--- config.mk ---
export PLATFORM = sky130hd
export DESIGN_NAME = fp_simd_issuer
export DESIGN_NICKNAME = d
export VERILOG_FILES = /design/src/rtl/fp_simd_issuer_pkg.sv /design/src/rtl/fp_cmd_fifo.sv /design/src/rtl/fp_simd_issuer.sv
export SDC_FILE = /design/constraint.sdc
export NUM_CORES = 1
export LEC_CHECK = 0
export BUFFER_PORTS_ARGS = -buffer_cell sky130_fd_sc_hd__buf_4
export CAP_MARGIN = 20
export CORE_MARGIN = 3
export CORE_UTILIZATION = 55
export DETAILED_ROUTE_END_ITERATION = 6
export PLACE_DENSITY = 0.87
export SYNTH_ARGS = -nofsm -noshare
export SYNTH_HDL_FRONTEND = slang
export SYNTH_SLANG_ARGS = --single-unit
--- constraint.sdc ---
create_clock -name clk -period 43.5 [get_ports clk]
set_input_delay 10.875 -clock clk [delete_from_list [all_inputs] [get_ports clk]]
set_output_delay 10.875 -clock clk [all_outputs]
set_load 0.05 [all_outputs]
--- src/rtl/fp_simd_issuer_pkg.sv ---
// Shared types for the FP SIMD issuer: lane geometry, opcodes, FSM states, queued command layout.
package fp_simd_issuer_pkg;

  localparam int LANE_W     = 22;
  localparam int SIMD_LANES = 4;
  localparam int DATA_W     = LANE_W * SIMD_LANES;

  typedef enum logic [2:0] {
    OP_ADD        = 3'b000,
    OP_SUB        = 3'b001,
    OP_MUL        = 3'b010,
    OP_RCP        = 3'b011,
    OP_REDUCE_ADD = 3'b100,
    OP_REDUCE_MUL = 3'b101,
    OP_LOAD1      = 3'b110,
    OP_LOAD2      = 3'b111
  } opcode_e;

  typedef enum logic [1:0] {
    ST_IDLE,
    ST_ISSUE,
    ST_WAIT,
    ST_RESP
  } state_e;

  typedef struct packed {
    opcode_e             opcode;
    logic [DATA_W-1:0]   a;
    logic [DATA_W-1:0]   b;
  } cmd_t;

  localparam int CMD_W = $bits(cmd_t);

  // Loads finish inside the issue cycle; the SIMD unit never reports them back.
  function automatic logic is_load(input opcode_e op);
    return (op == OP_LOAD1) || (op == OP_LOAD2);
  endfunction

endpackage

--- src/rtl/fp_cmd_fifo.sv ---
// Synchronous command FIFO, show-ahead head (zero when empty); push ignored when full, pop ignored when empty.
module fp_cmd_fifo #(
  parameter int DEPTH = 4,
  parameter int WIDTH = 8
) (
  input  logic                       clk,
  input  logic                       rst,
  input  logic                       i_push,
  input  logic [WIDTH-1:0]           i_din,
  input  logic                       i_pop,
  output logic [WIDTH-1:0]           o_dout,
  output logic                       o_full,
  output logic                       o_empty,
  output logic [$clog2(DEPTH):0]     o_count
);

  localparam int AW = $clog2(DEPTH);

  logic [WIDTH-1:0] mem_q [DEPTH];
  logic [AW-1:0]    wr_ptr_q, wr_ptr_d;
  logic [AW-1:0]    rd_ptr_q, rd_ptr_d;
  logic [AW:0]      count_q, count_d;
  logic             do_push, do_pop;

  always_comb begin
    do_push  = i_push && !o_full;
    do_pop   = i_pop && !o_empty;
    wr_ptr_d = wr_ptr_q + AW'(do_push);
    rd_ptr_d = rd_ptr_q + AW'(do_pop);
    count_d  = count_q + (AW+1)'(do_push) - (AW+1)'(do_pop);
  end

  always_ff @(posedge clk) begin
    if (rst) begin
      wr_ptr_q <= '0;
      rd_ptr_q <= '0;
      count_q  <= '0;
    end else begin
      wr_ptr_q <= wr_ptr_d;
      rd_ptr_q <= rd_ptr_d;
      count_q  <= count_d;
    end
  end

  always_ff @(posedge clk) begin
    if (do_push) begin
      mem_q[wr_ptr_q] <= i_din;
    end
  end

  assign o_full  = (count_q == (AW+1)'(DEPTH));
  assign o_empty = (count_q == '0);
  assign o_count = count_q;
  assign o_dout  = o_empty ? '0 : mem_q[rd_ptr_q];

endmodule

--- src/rtl/fp_simd_issuer.sv ---
// Queues SIMD commands and issues them one at a time; the head stays queued until its result (or timeout)
// so the operands seen by the SIMD unit are stable for the whole operation. Result held until i_rsp_ready.
module fp_simd_issuer
  import fp_simd_issuer_pkg::*;
#(
  parameter int FIFO_DEPTH     = 4,
  parameter int TIMEOUT_CYCLES = 32
) (
  input  logic              clk,
  input  logic              rst,
  input  logic              i_cmd_valid,
  output logic              o_cmd_ready,
  input  logic [2:0]        i_cmd_opcode,
  input  logic [DATA_W-1:0] i_cmd_a,
  input  logic [DATA_W-1:0] i_cmd_b,
  output logic              o_simd_en,
  output logic [2:0]        o_simd_opcode,
  output logic [DATA_W-1:0] o_simd_in1,
  output logic [DATA_W-1:0] o_simd_in2,
  input  logic              i_simd_busy,
  input  logic              i_simd_valid,
  input  logic [DATA_W-1:0] i_simd_output,
  output logic              o_rsp_valid,
  input  logic              i_rsp_ready,
  output logic [DATA_W-1:0] o_rsp_data,
  output logic [2:0]        o_rsp_opcode,
  output logic              o_idle,
  output logic              o_err_timeout
);

  localparam int CNT_W  = $clog2(TIMEOUT_CYCLES + 1);
  localparam int FCNT_W = $clog2(FIFO_DEPTH) + 1;

  cmd_t               cmd_in, head;
  logic [CMD_W-1:0]   head_raw;
  logic               fifo_full, fifo_empty, pop;
  logic [FCNT_W-1:0]  fifo_count;

  state_e             state_q, state_d;
  logic [CNT_W-1:0]   wait_cnt_q, wait_cnt_d;
  logic               simd_en_q, simd_en_d;
  logic               rsp_valid_q, rsp_valid_d;
  logic [DATA_W-1:0]  rsp_data_q, rsp_data_d;
  logic [2:0]         rsp_opcode_q, rsp_opcode_d;
  logic               err_q, err_d;

  assign cmd_in = cmd_t'({i_cmd_opcode, i_cmd_a, i_cmd_b});
  assign head   = cmd_t'(head_raw);

  fp_cmd_fifo #(
    .DEPTH (FIFO_DEPTH),
    .WIDTH (CMD_W)
  ) u_cmd_fifo (
    .clk     (clk),
    .rst     (rst),
    .i_push  (i_cmd_valid),
    .i_din   (cmd_in),
    .i_pop   (pop),
    .o_dout  (head_raw),
    .o_full  (fifo_full),
    .o_empty (fifo_empty),
    .o_count (fifo_count)
  );

  always_comb begin
    state_d      = state_q;
    wait_cnt_d   = wait_cnt_q;
    rsp_valid_d  = rsp_valid_q;
    rsp_data_d   = rsp_data_q;
    rsp_opcode_d = rsp_opcode_q;
    err_d        = err_q;
    pop          = 1'b0;
    case (state_q)
      ST_IDLE: begin
        if (!fifo_empty && !i_simd_busy) begin
          state_d = ST_ISSUE;
        end
      end
      ST_ISSUE: begin
        wait_cnt_d = '0;
        if (is_load(head.opcode)) begin
          pop     = 1'b1;
          state_d = ST_IDLE;
        end else begin
          state_d = ST_WAIT;
        end
      end
      ST_WAIT: begin
        if (i_simd_valid) begin
          rsp_data_d   = i_simd_output;
          rsp_opcode_d = head.opcode;
          rsp_valid_d  = 1'b1;
          pop          = 1'b1;
          state_d      = ST_RESP;
        end else if (wait_cnt_q == CNT_W'(TIMEOUT_CYCLES - 1)) begin
          err_d   = 1'b1;
          pop     = 1'b1;
          state_d = ST_IDLE;
        end else begin
          wait_cnt_d = wait_cnt_q + CNT_W'(1);
        end
      end
      ST_RESP: begin
        if (i_rsp_ready) begin
          rsp_valid_d = 1'b0;
          state_d     = ST_IDLE;
        end
      end
      default: state_d = ST_IDLE;
    endcase
    simd_en_d = (state_d == ST_ISSUE);
  end

  always_ff @(posedge clk) begin
    if (rst) begin
      state_q      <= ST_IDLE;
      wait_cnt_q   <= '0;
      simd_en_q    <= 1'b0;
      rsp_valid_q  <= 1'b0;
      rsp_data_q   <= '0;
      rsp_opcode_q <= '0;
      err_q        <= 1'b0;
    end else begin
      state_q      <= state_d;
      wait_cnt_q   <= wait_cnt_d;
      simd_en_q    <= simd_en_d;
      rsp_valid_q  <= rsp_valid_d;
      rsp_data_q   <= rsp_data_d;
      rsp_opcode_q <= rsp_opcode_d;
      err_q        <= err_d;
    end
  end

  // Head is not popped until WAIT exits, so these hold the in-flight command throughout.
  assign o_simd_opcode = head.opcode;
  assign o_simd_in1    = head.a;
  assign o_simd_in2    = head.b;

  assign o_simd_en     = simd_en_q;
  assign o_rsp_valid   = rsp_valid_q;
  assign o_rsp_data    = rsp_data_q;
  assign o_rsp_opcode  = rsp_opcode_q;
  assign o_err_timeout = err_q;
  assign o_cmd_ready   = !fifo_full;
  assign o_idle        = (state_q == ST_IDLE) && (fifo_count == '0);

endmodule
==> flow_summary_export.csv <==
group,metric,value,unit
final_layout,layout-drive-gt1-share,0.384,
detailed_routing,detail-route-antenna-nets,0,
cts,cts_tree,"done",
power_and_ir_drop,powerDensity,57.5,mW/mm²
placement,pre_cts_ws,28.71,ns
logic_synthesis,syn_inst,1650,
detailed_routing,firstDrtPassIters,5,
placement,place_inst,2872,
floorplanning,io_pins,548,
floorplanning,core,0.0555,mm²
timing,slew_violations,0,
logic_synthesis,synth.avg_cell_area,18.8,µm²
cts,cts_inserted_buffers,81,
timing,fin_skew,0.0241,ns
placement,port_buffers,547,
final_layout,area_delta_synth_final,23.9,%
run_status,status,"finished, final reports clean",
min_path,hold_path_class,"register to register",
global_routing,grt.overflow.total,0,
detailed_routing,routed_wl,75200,µm
detailed_routing,drc_errors,0,
setup_path,slowest_delay,0.98,ns
setup_path,path_class,"register to output port",
timing,fin_ws,28.24,ns
setup_path,worstPathRequired,32.62,ns
logic_synthesis,synth_top_area_frac,0.692,
final_layout,design_area,0.0385,mm²
logic_synthesis,ys_seq_area_frac,0.762,
logic_synthesis,synthTopCellsByArea,"edfxtp_1, mux4_2, dfxtp_1, and2_1, nand2_1",
logic_synthesis,ys.warnings.count,0,
cts,clock_latency,0.63,ns
detailed_routing,drt-initial-drc-count,1122,
cts,clk_pin_slew_worst_paths,0.06,ns
cts,post-cts-setup-buffers,0,
timing,timing.hold.ws,0.455,ns
timing,tightest_slew,1.12,ns
cts,ctsHoldBuffers,0,
floorplanning,initial_core_util,0.560,
logic_synthesis,synth.distinct_cells,45,
floorplanning,dieHeight,244,µm
floorplanning,die_x,244,µm
logic_synthesis,yosys.area.top_type,"edfxtp_1",
final_layout,fillers,3366,
global_routing,grt_start_max_net_pins,107,
setup_path,path_buf_inv,3,
logic_synthesis,syn-num-nets,1934,
setup_path,arrival,4.39,ns
setup_path,cp_top_family,"buffers and inverters",
final_layout,num-nets-final,2491,
final_layout,postLayoutCoreUtil,0.693,
cts,ctsLongestPathBuffers,3,
timing,max_slew_margin,0.256,
logic_synthesis,synth-seq-cells,825,
timing,fin_tns_setup,0,ns
cts,cts_resized,0,
detailed_routing,vias,17300,
placement,gp_congestion,0.910,
setup_path,cpMostUsedCell,"buf_4",
placement,dp_hpwl,46500,µm
power_and_ir_drop,vdd_drop_max,0.0582,mV
global_routing,antenna_found_initial,9,
setup_path,critical_path.cell_chain,"buf_4, buf_4, mux4_2, and2_1, buf_4",
detailed_routing,via_per_inst,5.73,
global_routing,grt_pass1_vias,18300,
detailed_routing,wl_per_cell,24.9,µm
global_routing,grtUsageTotal,0.251,
timing,clock.fmax,0.0655,GHz
logic_synthesis,synthArstFlopShare,0,
placement,placed_area,0.0359,mm²
floorplanning,row_count,86,
floorplanning,die_area,0.0594,mm²
cts,cts.sinks,825,
timing,fin_crit_sh,0.351,
timing,setup_viol,0,
logic_synthesis,synth_area,0.0311,mm²
flow_run,drv_cap,0,
timing,rsz0062_at_grt,"false",
setup_path,cpMaxStageDelayCell,"dfxtp_4",
setup_path,worstPathMaxFanout,48,
power_and_ir_drop,p_leak,13.4,nW
global_routing,grt_pass1_wl,112000,µm
setup_path,cp-end-kind,"output port",
cts,cts_root_buf,"clkbuf_16",
final_layout,fin_cells,3020,
power_and_ir_drop,power,2.21,mW
timing,layout_min_cycle_time,15.26,ns
setup_path,start_kind,"register",
logic_synthesis,synth_ff_type,"edfxtp_1",
timing,hold_viol,0,
cts,htreeDepth,3,
logic_synthesis,synth-edff-count,716,
[cell usage after synthesis, types with 3 or more instances]
library cell	n
nand3_1	3
nor3_1	3
and2_1	180
o211ai_1	3
buf_2	31
nor2_1	15
o21ai_0	4
nor2b_1	5
nand2_1	186
xor2_1	4
xnor2_1	3
mux2_2	3
a21oi_1	93
inv_1	7
o2111ai_1	3
buf_1	10
ha_1	10
clkbuf_1	53
edfxtp_1	716
dfxtp_1	109
mux4_2	178
[final cells by class]
cell class / instances / area (µm²) / area share
Clock inverter: 42 / 417 / 0.0108
Clock buffer: 100 / 2130 / 0.0553
Multi-Input combinational cell: 724 / 7000 / 0.182
Inverter: 7 / 26.3 / 0.000683
Antenna cell: 6 / 15.0 / 0.000390
Tap cell: 748 / 936 / 0.0243
Timing Repair Buffer: 568 / 4260 / 0.111
Sequential cell: 825 / 23700 / 0.616
[kinds of logic (layout without fill, tap and decap cells)]
| group | count (synthesis) | count (layout) | share of synthesized area |
|---|---|---|---|
| buf+inv | 101 | 717 | 0.0135 |
| fa+ha+maj | 11 | 11 | 0.00467 |
| compound gates | 114 | 114 | 0.0204 |
| simple gates | 410 | 410 | 0.0668 |
| mux | 182 | 182 | 0.130 |
| xor+xnor | 7 | 7 | 0.00197 |
| other cells | 0 | 6 | 0 |
| flops | 825 | 825 | 0.762 |
[flip-flops by register name, indices dropped and copies added, names as in the netlist]
register / flops
u_cmd_fifo.mem_q: 716
o_rsp_data: 88
wait_cnt_q: 6
o_rsp_opcode: 3
u_cmd_fifo.o_count: 3
state_q: 2
u_cmd_fifo.rd_ptr_q: 2
u_cmd_fifo.wr_ptr_q: 2
o_err_timeout: 1
o_rsp_valid: 1
o_simd_en: 1
[worst paths after layout]
| check | from | endpoint | slack, ns | cells after the start |
|---|---|---|---|---|
| max | u_cmd_fifo.rd_ptr_q[0] | o_simd_in2[75] | 28.24 | 5 |
| min | o_rsp_data[4] | o_rsp_data[4] | 0.46 | 2 |
| max reg2reg | u_cmd_fifo.rd_ptr_q[1] | u_cmd_fifo.o_count[2] | 39.37 | 12 |
| min reg2reg | o_rsp_data[4] | o_rsp_data[4] | 0.46 | 2 |
[placed cells by master (no fill, tap or decap), drive strengths merged, types with 4 or more instances in the layout]
cell / Yosys / layout
nand2: 186 / 186
nor2: 15 / 15
and2: 180 / 180
diode: 0 / 6
clkinv: 0 / 30
mux4: 178 / 178
edfxtp: 716 / 716
dfxtp: 109 / 109
nor2b: 5 / 5
buf: 41 / 568
xor2: 4 / 4
ha: 10 / 10
o21ai: 4 / 4
a21oi: 94 / 94
bufinv: 0 / 6
clkbuf: 53 / 100
inv: 7 / 10
[worst reg2reg max path, stage by stage (launching register included)]
cell      delay [ns]
dfxtp_4         0.78
buf_4           0.89
mux2_2          0.48
o211ai_1        0.28
o21ai_0         0.22
ha_1            0.32
inv_1           0.06
ha_1            0.13
inv_1           0.05
fa_1            0.40
xor2_1          0.17
xnor2_1         0.14
nor2_1          0.05
[routing by layer]
layer  wire length [µm]  track usage  part of all wire  up-vias
met3               6190       0.0696             0.082      184
met4               3740        0.124             0.050        6
met2              39000        0.433              0.52      855
met1              26200        0.291              0.35     8761
li1                   -            -                 -     7500
met5                 41            0           0.00055        -
[power by group]
group / total, mW / switching [mW] / internal, mW
clock: 0.672 / 0.287 / 0.385
combinational: 0.578 / 0.411 / 0.167
sequential: 0.964 / 0.0204 / 0.944
total: 2.21 / 0.718 / 1.50
Note: power is estimated with default switching activity, not from simulation.
